==> src/rtl/port_b_shift_out_if.sv <==
// rtl/port_b_shift_out_if.sv - port B input and 74HC595-style serial output signal bundle
interface port_b_shift_out_if #(
    parameter int WIDTH = 8
);
    logic [WIDTH-1:0] port_b_in;
    logic             enable;
    logic             sr_ser;
    logic             sr_sck;
    logic             sr_rck;
    logic             busy;
    logic [WIDTH-1:0] shadow_q;
    logic [7:0]       drop_cnt;

    // CPU / environment side
    modport master (
        output port_b_in,
        output enable,
        input  sr_ser,
        input  sr_sck,
        input  sr_rck,
        input  busy,
        input  shadow_q,
        input  drop_cnt
    );

    // serialiser side
    modport slave (
        input  port_b_in,
        input  enable,
        output sr_ser,
        output sr_sck,
        output sr_rck,
        output busy,
        output shadow_q,
        output drop_cnt
    );
endinterface

==> src/rtl/port_b_shift_out.sv <==
// rtl/port_b_shift_out.sv - serialises port B changes to an external shift/latch register
module port_b_shift_out #(
    parameter int WIDTH     = 8,
    parameter int CLK_DIV   = 4,
    parameter bit MSB_FIRST = 1'b1
) (
    input  logic                clk,
    input  logic                rst,
    port_b_shift_out_if.slave   bus
);

    localparam int DIV_W = (CLK_DIV > 1) ? $clog2(CLK_DIV) : 1;
    localparam int BIT_W = (WIDTH > 1) ? $clog2(WIDTH) : 1;
    localparam logic [DIV_W-1:0] DIV_LAST = DIV_W'(CLK_DIV - 1);
    localparam logic [BIT_W-1:0] BIT_LAST = BIT_W'(WIDTH - 1);

    typedef enum logic [2:0] {
        IDLE     = 3'd0,
        LOAD     = 3'd1,
        SHIFT_LO = 3'd2,
        SHIFT_HI = 3'd3,
        LATCH    = 3'd4
    } state_t;

    // capture path
    logic [WIDTH-1:0] in_q;
    logic [WIDTH-1:0] last_req_q, last_req_d;
    logic [WIDTH-1:0] pend_data_q, pend_data_d;
    logic             pend_valid_q, pend_valid_d;
    logic [7:0]       drop_cnt_q, drop_cnt_d;

    // transfer path
    state_t           state_q;
    logic [DIV_W-1:0] div_q;
    logic [BIT_W-1:0] bit_cnt_q;
    logic [WIDTH-1:0] shreg_q;
    logic [WIDTH-1:0] frame_q;
    logic [WIDTH-1:0] shadow_q;
    logic             ser_q;
    logic             sck_q;
    logic             rck_q;
    logic             busy_q;

    logic             capture;
    logic             consume;
    logic             tick;
    logic [WIDTH-1:0] shreg_next;

    // Bit presented on SER for a given shift register content.
    function automatic logic lead_bit(input logic [WIDTH-1:0] v);
        return MSB_FIRST ? v[WIDTH-1] : v[0];
    endfunction

    // Capture/consume arbitration: a new capture always wins over consumption.
    always_comb begin
        capture      = (in_q != last_req_q);
        consume      = (state_q == IDLE) && pend_valid_q && bus.enable;
        tick         = (div_q == DIV_LAST);
        shreg_next   = MSB_FIRST ? (shreg_q << 1) : (shreg_q >> 1);

        last_req_d   = last_req_q;
        pend_data_d  = pend_data_q;
        pend_valid_d = pend_valid_q;
        drop_cnt_d   = drop_cnt_q;

        if (capture) begin
            last_req_d   = in_q;
            pend_data_d  = in_q;
            pend_valid_d = 1'b1;
            if (pend_valid_q && !consume && (drop_cnt_q != 8'hFF)) begin
                drop_cnt_d = drop_cnt_q + 8'd1;
            end
        end else if (consume) begin
            pend_valid_d = 1'b0;
        end
    end

    // Input sampling and the single-entry pending slot; reset leaves a 0x00 frame pending.
    always_ff @(posedge clk or posedge rst) begin
        if (rst) begin
            in_q         <= '0;
            last_req_q   <= '0;
            pend_data_q  <= '0;
            pend_valid_q <= 1'b1;
            drop_cnt_q   <= '0;
        end else begin
            in_q         <= bus.port_b_in;
            last_req_q   <= last_req_d;
            pend_data_q  <= pend_data_d;
            pend_valid_q <= pend_valid_d;
            drop_cnt_q   <= drop_cnt_d;
        end
    end

    // Transfer FSM with registered SER/SCK/RCK; frame_q is snapped at consume so a
    // same-cycle capture cannot alter the frame already accepted.
    always_ff @(posedge clk or posedge rst) begin
        if (rst) begin
            state_q   <= IDLE;
            div_q     <= '0;
            bit_cnt_q <= '0;
            shreg_q   <= '0;
            frame_q   <= '0;
            shadow_q  <= '0;
            ser_q     <= 1'b0;
            sck_q     <= 1'b0;
            rck_q     <= 1'b0;
            busy_q    <= 1'b0;
        end else begin
            case (state_q)
                IDLE: begin
                    div_q <= '0;
                    ser_q <= 1'b0;
                    sck_q <= 1'b0;
                    rck_q <= 1'b0;
                    if (consume) begin
                        frame_q <= pend_data_q;
                        busy_q  <= 1'b1;
                        state_q <= LOAD;
                    end
                end
                LOAD: begin
                    shreg_q   <= frame_q;
                    bit_cnt_q <= '0;
                    ser_q     <= lead_bit(frame_q);
                    div_q     <= '0;
                    state_q   <= SHIFT_LO;
                end
                SHIFT_LO: begin
                    if (tick) begin
                        div_q   <= '0;
                        sck_q   <= 1'b1;
                        state_q <= SHIFT_HI;
                    end else begin
                        div_q <= div_q + 1'b1;
                    end
                end
                SHIFT_HI: begin
                    if (tick) begin
                        div_q <= '0;
                        sck_q <= 1'b0;
                        if (bit_cnt_q == BIT_LAST) begin
                            rck_q   <= 1'b1;
                            state_q <= LATCH;
                        end else begin
                            shreg_q   <= shreg_next;
                            ser_q     <= lead_bit(shreg_next);
                            bit_cnt_q <= bit_cnt_q + 1'b1;
                            state_q   <= SHIFT_LO;
                        end
                    end else begin
                        div_q <= div_q + 1'b1;
                    end
                end
                LATCH: begin
                    if (tick) begin
                        div_q    <= '0;
                        rck_q    <= 1'b0;
                        ser_q    <= 1'b0;
                        busy_q   <= 1'b0;
                        shadow_q <= frame_q;
                        state_q  <= IDLE;
                    end else begin
                        div_q <= div_q + 1'b1;
                    end
                end
                default: begin
                    div_q   <= '0;
                    sck_q   <= 1'b0;
                    rck_q   <= 1'b0;
                    busy_q  <= 1'b0;
                    state_q <= IDLE;
                end
            endcase
        end
    end

    assign bus.sr_ser   = ser_q;
    assign bus.sr_sck   = sck_q;
    assign bus.sr_rck   = rck_q;
    assign bus.busy     = busy_q;
    assign bus.shadow_q = shadow_q;
    assign bus.drop_cnt = drop_cnt_q;

endmodule

==> src/flat_wrapper.sv <==
// flat-port wrapper written by rule: the top's interface ports become plain ports
module port_b_shift_out_flat 
#(
    parameter int WIDTH     = 8,
    parameter int CLK_DIV   = 4,
    parameter bit MSB_FIRST = 1'b1
)
  (clk, rst, bus_port_b_in, bus_enable, bus_sr_ser, bus_sr_sck, bus_sr_rck, bus_busy, bus_shadow_q, bus_drop_cnt);
  port_b_shift_out_if #(.WIDTH(WIDTH)) bus_i ();
  input  logic clk;
  input  logic rst;
  input wire logic [$bits(bus_i.port_b_in)-1:0] bus_port_b_in;
  input wire logic [$bits(bus_i.enable)-1:0] bus_enable;
  output wire logic [$bits(bus_i.sr_ser)-1:0] bus_sr_ser;
  output wire logic [$bits(bus_i.sr_sck)-1:0] bus_sr_sck;
  output wire logic [$bits(bus_i.sr_rck)-1:0] bus_sr_rck;
  output wire logic [$bits(bus_i.busy)-1:0] bus_busy;
  output wire logic [$bits(bus_i.shadow_q)-1:0] bus_shadow_q;
  output wire logic [$bits(bus_i.drop_cnt)-1:0] bus_drop_cnt;
  assign bus_i.port_b_in = bus_port_b_in;
  assign bus_i.enable = bus_enable;
  assign bus_sr_ser = bus_i.sr_ser;
  assign bus_sr_sck = bus_i.sr_sck;
  assign bus_sr_rck = bus_i.sr_rck;
  assign bus_busy = bus_i.busy;
  assign bus_shadow_q = bus_i.shadow_q;
  assign bus_drop_cnt = bus_i.drop_cnt;
  port_b_shift_out #(.WIDTH(WIDTH), .CLK_DIV(CLK_DIV), .MSB_FIRST(MSB_FIRST)) u_core (.clk(clk), .rst(rst), .bus(bus_i));
endmodule
==> config.mk <==
export PLATFORM = sky130hd
export DESIGN_NAME = port_b_shift_out_flat
export DESIGN_NICKNAME = d
export VERILOG_FILES = /design/src/rtl/port_b_shift_out_if.sv /design/src/rtl/port_b_shift_out.sv /design/src/flat_wrapper.sv
export SDC_FILE = /design/constraint.sdc
export NUM_CORES = 1
export LEC_CHECK = 0
export CORE_MARGIN = 4
export CORE_UTILIZATION = 49
export CTS_CLUSTER_DIAMETER = 60
export CTS_CLUSTER_SIZE = 20
export DETAILED_ROUTE_END_ITERATION = 10
export PLACE_DENSITY = 0.83
export SLEW_MARGIN = 20
export SYNTH_ARGS = -nofsm -noshare
export SYNTH_HDL_FRONTEND = slang
export SYNTH_SLANG_ARGS = --single-unit
==> constraint.sdc <==
create_clock -name clk -period 1.8 [get_ports clk]
set_input_delay 0.36 -clock clk [delete_from_list [all_inputs] [get_ports clk]]
set_output_delay 0.36 -clock clk [all_outputs]
set_load 0.03 [all_outputs]
==> metrics.md <==
| Metric | Value |
|---|---|
| Top_reg_cell synth | `dfrtp_1` |
| Via density per instance | `5.026` |
| Synth Area in Compound Gates | `approximately 7.4%` |
| Design Power | `3.264 mW` |
| Post-synth cell types | `35` |
| Port bufs | `30` |
| Area Overhead vs Synth | `25.14%` |
| PD cells | `1042 nW/um2` |
| Initial antenna violation count | `0` |
| WL/cell | `13.77 um` |
| Synth warnings | `0` |
| Clock Tree Buf Depth | `2` |
| WHS | `0.3302 ns` |
| Vias in the first global route | `about 1.7k` |
| Overflow after GRT | `0` |
| Syn nets | `218` |
| Mux contribution to synthesized area | `10.59%` |
| Initial core utilization | `51.64%` |
| Post-Place Cells | `298` |
| Main combinational cell family by area after synthesis | `multiplexers` |
| Maximum fanout along the worst path | `2` |
| Hold WC Path Type | `input port to async pin` |
| Root Buffer | `clkbuf_8` |
| VDD IR-drop max | `557.9 uV` |
| Run status | `complete, no violations` |
| First-pass GRT wire length | `7.721 mm` |
| CP peak stage delay | `between 0.6 and 0.7 ns` |
| Sink Count | `60` |
| Critical Path Sink | `bus_shadow_q[2]` |
| Largest area contributor in the netlist | `dfrtp_1` |
| Synth async-reset ratio | `100.0%` |
| Post-detail-place hpwl | `between 3 and 4 mm` |
| Gr usage total | `16.17%` |
| Die height | `79.48 um` |
| Synthesized instance count | `between 200 and 250` |
| RSZ-0062 raised after global routing | `false` |
| Internal | `2.348 mW` |
| Reg power frac | `48.2%` |
| Crit Path Class | `flip-flop to output port` |
| GPL Wtd Cong | `0.7648` |
| Initial DRC Count | `a little over 60` |
| Leak pwr | `1.469 nW` |
| CP arrival | `1.37 ns` |
| Final period util | `roughly 96%` |
| Share of layout cells above drive strength 1 | `~22%` |
| Post-synthesis simple-gate area fraction | `10.44%` |
| Non-Filler Instances | `313` |
| Post-CTS sizing | `8` |
| Syn_area_per_cell | `12.33 um2` |
| Max Cap Violations | `0` |
| Most common cell after layout, fill and taps aside | `dfrtp_1` |
| Final Hold Fails | `0` |
| Synth top area share | `58.97%` |
| Max stage delay cell, worst path | `clkdlybuf4s50_1` |
| Die ar. | `6317 um2` |
| FMAX | `577.2 MHz` |
| Final Util | `64.62%` |
| Die width | `~79 um` |
| Reg-to-reg endpoint | `u_core.bus.drop_cnt[1]` |
| Skew final | `0.006272 ns` |
| Max Transition Viols Final | `0` |
| Most frequent cells in the layout | `dfrtp_1, clkdlybuf4s50_1, mux2_2` |
| Crit path launch type | `flip-flop` |
| Final WS setup | `0.06751 ns` |
| Htree depth | `3` |
| Critical path capture point type | `output port` |
| Critical Path RT | `1.44 ns` |
| Logic pwr share | `16.7%` |
| Switching Share | `between 20 and 30%` |
| Worst-skew pair later-pin latency | `0.33 ns` |
| Critical Path, Cell by Cell | `clkdlybuf4s50_1` |
| ANT nets after route | `0` |
| Rows | `25` |
| Nets | `257` |
| Crit. path cell count | `1` |
| Post-synthesis xor/xnor area fraction | `5.247%` |
| Post-synth EDFFs | `0` |
| Via count | `about 1.6k` |
| Worst R2R Path Depth | `4` |
| Core box area | `a little under 5000 um2` |
| Fin crit period | `~1.7 ns` |
| R2r startpoint | `u_core.state_q[0]` |
| Sequential share of the synthesized area | `60.02%` |
| Psw | `approximately 0.92 mW` |
| Synth Register Bits | `60` |
| Largest net degree at the start of global routing | `28` |
| CTS tree | `yes` |
| Adder-cell share of the synthesized area | `under 10%` |
| # DRC | `0` |
| Final wirelength | `4.311 mm` |
| CTS Buf Count | `9` |
| Setup bufs post-CTS | `0` |
| Detailed Routing Iterations Pass 1 | `6` |
| Worst slack at placement | `-0.08055 ns` |
| Crit. Startpoint | `u_core.bus.shadow_q[2]` |
| Clk slew on worst S/H paths | `0.06 ns` |
| Slew @ Worst Pin | `between 0.3 and 0.4 ns` |
| Clock share of power | `around a third` |
| Post-Syn Area | `2504 um2` |
| Largest cells by area after synthesis | `dfrtp_1, mux2_2, mux2i_1, xnor2_1, xor2_1` |
| Reg2reg setup slack | `around 0.15 ns` |
| Max_slew headroom | `77.14%` |
| CTS hold repair buffers | `0` |
| I/O Pins | `31` |
| Antenna cells | `0` |
| Top cell family by delay on the critical path | `buffers and inverters` |
| Buffers & Inverters on Critical Path | `1` |
| Final setup fails | `0` |
state kept, by name (all words and copies together) (netlist names), 2 cells and up:
name / flops
u_core.bit_cnt_q: 3
u_core.in_q: 8
u_core.shreg_q: 7
u_core.frame_q: 8
u_core.div_q: 2
u_core.pend_data_q: 8
u_core.bus.drop_cnt: 8
u_core.bus.shadow_q: 8
u_core.state_q: 3
cell families after synthesis:
kind of cell    count (synthesis)
compound gates                 28
xor+xnor                       15
fa+ha+maj                       4
buf+inv                        25
flops                          60
mux                            24
simple gates                   47
worst min path at each step:
stage | start | end | slack, ns | depth (start not counted)
detailed placement | u_core.in_q[0] | u_core.pend_data_q[0] | 0.38 | 0
floorplan | bus_port_b_in[0] | u_core.in_q[0] | 0.39 | 0
global route | rst | u_core.pend_data_q[0] | 0.34 | 2
global placement | u_core.in_q[3] | u_core.pend_data_q[3] | 0.38 | 0
finish | rst | u_core.pend_data_q[0] | 0.33 | 2
CTS | rst | u_core.pend_data_q[0] | 0.32 | 2
synth_stat cells, types with 3 or more instances:
cell and instances:
nand3_1 11, nand4_1 3, xor2_1 7, clkbuf_1 9, inv_1 11, o21ai_0 7
nor3_1 3, mux2i_1 7, nor2_1 10, xnor2_1 8, ha_1 4, mux2_2 16
a21oi_1 11, nand2_1 6, nor4_1 3, dfrtp_1 59, nor2_4 3, buf_2 4
power by group through the flow:
stage          Combinational (mW)  Sequential [mW]  Clock [mW]
6_report                    0.545             1.57        1.15
5_1_grt                     0.593             1.59        1.25
4_1_cts                     0.554             1.57        1.18
3_5_place_dp                0.604             1.60           0
3_3_place_gp                0.594             1.59           0
2_1_floorplan               0.220             1.73           0
per-layer routing:
metal	wire length (um)	global-route usage [%]	part of all wire, %
met2	2020	24.54	47
met1	1995	20.48	46
met3	179	4.402	4.2
met4	116	9.966	2.7
met5	0	0	0
per-stage QoR:
stage	instance area, um2	TNS (ns)
5_1_grt	3133	0
2_1_floorplan	2507	0
4_1_cts	3128	0
3_5_place_dp	2954	-0.1343
3_3_place_gp	2954	-0.1080
6_report	3133	0
layout make-up:
type	count	area, um2
repair buffers	42	422.9
fillers	350	1715
well taps	67	83.83
clock inverters	2	35.03
inverters	11	45.04
clock buffers	13	148.9
flip-flops and latches	60	1503
multi-input cells	118	894.6
Power figures use the tool's default switching activity.
